$ cat src/rtl/full_adder.sv
// Parameterised ripple-carry adder with combinational sum/carry outputs and a
// one-stage registered copy of the result (sum, carry, signed overflow, valid).
module full_adder #(
  parameter int WIDTH = 1
) (
  input  logic             clk,
  input  logic             rst_n,
  input  logic [WIDTH-1:0] a,
  input  logic [WIDTH-1:0] b,
  input  logic             cin,
  output logic [WIDTH-1:0] s,
  output logic             cout,
  input  logic             in_valid,
  output logic [WIDTH-1:0] s_q,
  output logic             cout_q,
  output logic             ovf_q,
  output logic             out_valid
);

  logic [WIDTH-1:0] w_sum;
  logic             w_carryOut;
  logic             w_carryIntoMsb;
  logic             w_ovf;

  logic [WIDTH-1:0] r_sumQ;
  logic             r_carryQ;
  logic             r_ovfQ;
  logic             r_validQ;

  // Bit-serial ripple; also remembers the carry entering the MSB for overflow.
  always_comb begin
    logic carry;
    carry          = cin;
    w_carryIntoMsb = cin;
    w_sum          = '0;
    for (int i = 0; i < WIDTH; i++) begin
      w_carryIntoMsb = carry;
      w_sum[i]       = a[i] ^ b[i] ^ carry;
      carry          = (a[i] & b[i]) | (carry & (a[i] ^ b[i]));
    end
    w_carryOut = carry;
  end

  // Signed overflow: carry into the MSB disagrees with the carry out of it.
  assign w_ovf = w_carryOut ^ w_carryIntoMsb;

  assign s    = w_sum;
  assign cout = w_carryOut;

  // Capture the result on accepted inputs; the valid flag tracks in_valid each cycle.
  always_ff @(posedge clk or negedge rst_n) begin
    if (!rst_n) begin
      r_sumQ   <= '0;
      r_carryQ <= 1'b0;
      r_ovfQ   <= 1'b0;
      r_validQ <= 1'b0;
    end else begin
      r_validQ <= in_valid;
      if (in_valid) begin
        r_sumQ   <= w_sum;
        r_carryQ <= w_carryOut;
        r_ovfQ   <= w_ovf;
      end
    end
  end

  assign s_q       = r_sumQ;
  assign cout_q    = r_carryQ;
  assign ovf_q     = r_ovfQ;
  assign out_valid = r_validQ;

endmodule

$ cat config.mk
export PLATFORM = sky130hd
export DESIGN_NAME = full_adder
export DESIGN_NICKNAME = d
export VERILOG_FILES = /design/src/rtl/full_adder.sv
export SDC_FILE = /design/constraint.sdc
export NUM_CORES = 1
export LEC_CHECK = 0
export BUFFER_PORTS_ARGS = -buffer_cell sky130_fd_sc_hd__buf_2
export CAP_MARGIN = 10
export CORE_AREA = 2 2 39 41
export CTS_CLUSTER_SIZE = 8
export DETAILED_ROUTE_END_ITERATION = 10
export DIE_AREA = 0 0 41 43
export PLACE_DENSITY = 0.43
export SLEW_MARGIN = 15
export SYNTH_ARGS = -nofsm -noshare
export SYNTH_HDL_FRONTEND = slang
export SYNTH_SLANG_ARGS = --single-unit
$ cat constraint.sdc
create_clock -name clk -period 1 [get_ports clk]
set_input_delay 0.1 -clock clk [delete_from_list [all_inputs] [get_ports clk]]
set_output_delay 0.1 -clock clk [all_outputs]
set_load 0.05 [all_outputs]
After elaboration in Yosys (flattened, before gate mapping). Index checks and enable logic that the tools add are counted.

Bitwise gates (word level): 6.

Operator list (number): 1-bit bitwise XOR (3); 1-bit bitwise AND (2); 1-bit bitwise OR (1).

Input port bits: 6. Register bits: 4. Output and inout port bits: 6. Logic and storage cells: 10.

Logic depth before layout (Yosys ltp).
Depth after elaboration: 4. Gate-level depth with buffers: 3. Depth with buffers taken out: 3.

Least setup slack after synthesis. Ideal clock, no wire load.

Path kind: input-to-reg. Start point: in a. End point: reg r_sumQ (netlist: s_q). Arrival time: 1153 ps. Setup time: 125 ps. Path slack: -278 ps. Cell stages on the path: 2. Required time: 875 ps. Path buffers: 0. Cell sequence: fa_1 mux2_2.

Cells in the longest elaborated chain, start to end: 2.

Ends and longest elaborated chain: start: declaration (RTL line 8) `input logic [WIDTH-1:0] a,`; 1-bit bitwise XOR (2 in series) (RTL line 38) `w_sum[i] = a[i] ^ b[i] ^ carry;`; end signal: assignment (RTL line 60) `r_sumQ <= w_sum;`; end: declaration (RTL line 25) `logic [WIDTH-1:0] r_sumQ;`.

Every way passes these cells. A chain may end at the register's enable or synchronous reset.

Worst setup path in the final report.
Start point: in a. End point: out s.

Cells in the longest elaborated chain, start to end: 2.

Ends and longest elaborated chain: 1-bit bitwise XOR (2 in series) (RTL line 38); end: declaration (RTL line 11) `output logic [WIDTH-1:0] s,`.

Every way passes these cells.

==> qor.log <==
qor: grt.all_layer_global_routing_usage 6.07%
qor: floorplan.floorplan.initialDensity 11.6%
qor: cells_and_area.postLayoutCellArea 302 um2
qor: critical_path.maximum_net_fanout_on_the_critical_path 2
qor: power_and_ir_drop.peakVddDrop 0.352 mV
qor: cells_and_area.final_util 21.8%
qor: cells_and_area.layout_common_cells sky130_fd_sc_hd__buf_2 (9), sky130_fd_sc_hd__dfrtp_1 (4), sky130_fd_sc_hd__clkbuf_4 (3)
qor: cells_and_area.post_route_cells_drive_above_1_share 69.2%
qor: clock_network.root_driver sky130_fd_sc_hd__clkbuf_4
qor: critical_path.worst_setup_path_startpoint a
qor: timing.hold_ws 0.0591 ns
qor: cells_and_area.commonest_non_fill_non_tap_cell_in_the_layout sky130_fd_sc_hd__buf_2
qor: power_and_ir_drop.power.clock.fraction 31.6%
qor: drt.post_drt_wl_per_cell 8.76 um
qor: drt.detailroute.via_count 145
qor: critical_path.critical_path.startpoint_type primary input
qor: grt.grt_pass1_vias 143
qor: power_and_ir_drop.cell_internal_pwr 397 uW
qor: critical_path.setup.worst_path.class in2out
qor: logic_synthesis.syn-instance-count 10
qor: power_and_ir_drop.pwr-share-seq 31.4%
qor: cells_and_area.final_instance_count_excl_fillers 42
qor: clock_network.postCtsSetupBuffers 0
qor: timing.finalCriticalPeriod 1.04 ns
qor: drt.drtIter0Drc 4
qor: critical_path.r2r_cells 1
qor: critical_path.timing.reg2reg.setup_slack 0.25 ns
qor: logic_synthesis.postSynthNetCount 17
qor: logic_synthesis.yosysTopAreaCell sky130_fd_sc_hd__dfrtp_1
qor: floorplan.floorplan.rows 14
qor: drt.drt-vias-per-instance 3.45
qor: critical_path.cp-end-kind primary output
qor: power_and_ir_drop.switching_power 221 uW
qor: clock_network.tritoncts.num_buffers 3
qor: clock_network.cts.path.max_buffers 2
qor: timing.clock_skew 0 ns
qor: logic_synthesis.synth_cell_types 6
qor: drt.totalWireLength 368 um
qor: logic_synthesis.yosys.area.top_type_share 62.5%
qor: cells_and_area.n_antenna_cell 0
qor: grt.wire_length_of_the_first_global_routing_pass 593 um
qor: cells_and_area.layout.nets 35
qor: timing.report.final.slew_viol_count 0
qor: timing.max_freq 961 MHz
qor: run.drv_cap 0
qor: clock_network.cts_tree built
qor: logic_synthesis.total_standard_cell_area_after_synthesis 160 um2
qor: cells_and_area.area_growth_syn_to_layout 88.3%
qor: power_and_ir_drop.power_density 2050 nW/um2
qor: critical_path.setup.worst_path.end s
qor: power_and_ir_drop.comb_power_share 36.9%
qor: grt.grt_antenna_before_repair 0
qor: timing.rsz0062_at_grt yes
qor: logic_synthesis.synth-seq-cells 4
qor: critical_path.ff_to_ff_start s_q
qor: timing.report.final.setup_viol 1
qor: placement.port-buffer-count 11
qor: logic_synthesis.yosys_warnings 0
qor: logic_synthesis.synth.top_cells.by_area sky130_fd_sc_hd__dfrtp_1 (63%), sky130_fd_sc_hd__mux2_2 (14%), sky130_fd_sc_hd__fa_1 (13%)
qor: clock_network.clock_insertion_delay_worst_skew 0.23 ns
qor: power_and_ir_drop.power 618 uW
qor: floorplan.ios 12
qor: timing.timing_worst_slew_pin_value 0.251 ns
qor: logic_synthesis.synth-seq-area-share 62.5%
qor: placement.place_area 253 um2
qor: logic_synthesis.mean_area_per_synthesized_cell 16.0 um2
qor: run_status.failed_checks setup timing
qor: clock_network.cts.clk_slew.worst_paths 0.03 ns
qor: timing.layout_worst_path_cycle_share 104%
qor: clock_network.clock_sinks 4
qor: grt.maximum_number_of_pins_on_one_net_before_global_route_repair 6
qor: drt.drc 0
qor: floorplan.fp.dieW 41 um
qor: placement.dp_cells 38
qor: floorplan.floorplan.die_area 1760 um2
qor: timing.worst_slew_margin_rel 83.4%
qor: drt.ant_nets 0
qor: grt.gr-total-overflow 0
qor: drt.first_pass_iters 4
qor: power_and_ir_drop.total_leakage_power 0.146 nW
qor: critical_path.worstPathArrival 0.94 ns
qor: floorplan.die_h 43 um
qor: run_status.status complete, but fails checks
qor: critical_path.rr_endpoint s_q
qor: critical_path.timing.critical_path.required 0.90 ns
qor: placement.gp_congestion 0.610
qor: clock_network.cts_max_level 1
qor: timing.layout_setup_ws -0.0409 ns
qor: min_path.timing.hold.worst.start in_valid
qor: floorplan.design.core.area 1380 um2
qor: power_and_ir_drop.p_sw_share 35.7%
qor: timing.hold_viol_final 0
qor: min_path.timing.hold.worst.class in2reg
-- area by class of cell --
type | count | area [um2]
repair buffers | 13 | 88.8
flip-flops and latches | 4 | 100
multi-input cells | 6 | 70.1
fillers | 154 | 1080
well taps | 16 | 20.0
clock buffers | 3 | 22.5
-- sequential cells by signal (all words and copies together) (netlist names) --
name and flops:
out_valid 1, s_q 1, ovf_q 1, cout_q 1
-- how the worst min path moves through the flow --
stage          slack [ns]         to  depth (start not counted)
4_1_cts              0.05  out_valid                          1
2_1_floorplan       -0.20     cout_q                          0
3_5_place_dp        -0.09  out_valid                          1
6_report             0.06  out_valid                          1
3_3_place_gp         -0.1  out_valid                          1
5_1_grt              0.06  out_valid                          1
-- cells by family (layout without fill, tap and decap cells) --
family | Yosys count | in the layout | share of synthesized area (%)
flip-flops | 4 | 4 | 62.5
multiplexers | 2 | 2 | 14.1
adder cells (fa/ha/maj) | 1 | 1 | 12.5
AO/OA/AOI/OAI | 1 | 1 | 3.12
XOR/XNOR | 1 | 1 | 5.47
AND/OR/NAND/NOR | 1 | 1 | 2.34
buffers and inverters | 0 | 16 | 0
-- metrics by stage --
stage	worst slack [ns]	TNS, ns
final	-0.0409	-0.0409
after global routing	-0.0574	-0.0574
after CTS	-0.0416	-0.0416
after detailed placement	-0.159	-0.257
after global placement	-0.149	-0.219
after floorplan	-0.123	-0.165
-- timing repair --
item | CTS | global route
setup endpoints to repair | 1 | 1
resized for setup | 4 | 0
hold buffers | 1 | 0
pin swaps | 1 | 0
endpoints found under the hold margin | 4 | 0
-- worst max-delay path, stage by stage --
cell                    delay (ns)
sky130_fd_sc_hd__buf_6        0.09
sky130_fd_sc_hd__fa_2         0.59
sky130_fd_sc_hd__buf_8        0.15
-- synth_stat cells --
cell type and n:
sky130_fd_sc_hd__dfrtp_1 4, sky130_fd_sc_hd__nor2_1 1, sky130_fd_sc_hd__mux2_2 2, sky130_fd_sc_hd__a21oi_1 1
sky130_fd_sc_hd__xnor2_1 1, sky130_fd_sc_hd__fa_1 1
-- power groups by stage --
stage	clock [mW]	sequential (mW)	combinational, mW
finish	0.195	0.194	0.228
global route	0.225	0.198	0.241
CTS	0.207	0.195	0.230
detailed placement	0	0.197	0.208
global placement	0	0.195	0.204
floorplan	0	0.270	0.0821
-- routing by layer --
metal | vias to the layer above | global-route usage [%] | share of wire, % | wire length (um)
met5 | - | 0 | 0 | 0
met4 | 0 | 10.0 | 4.9 | 18
met3 | 2 | 3.14 | 22 | 80
met2 | 14 | 5.31 | 33 | 123
met1 | 64 | 7.24 | 39 | 145
li1 | 65 | - | - | -
(Power assumes the default switching activity.)
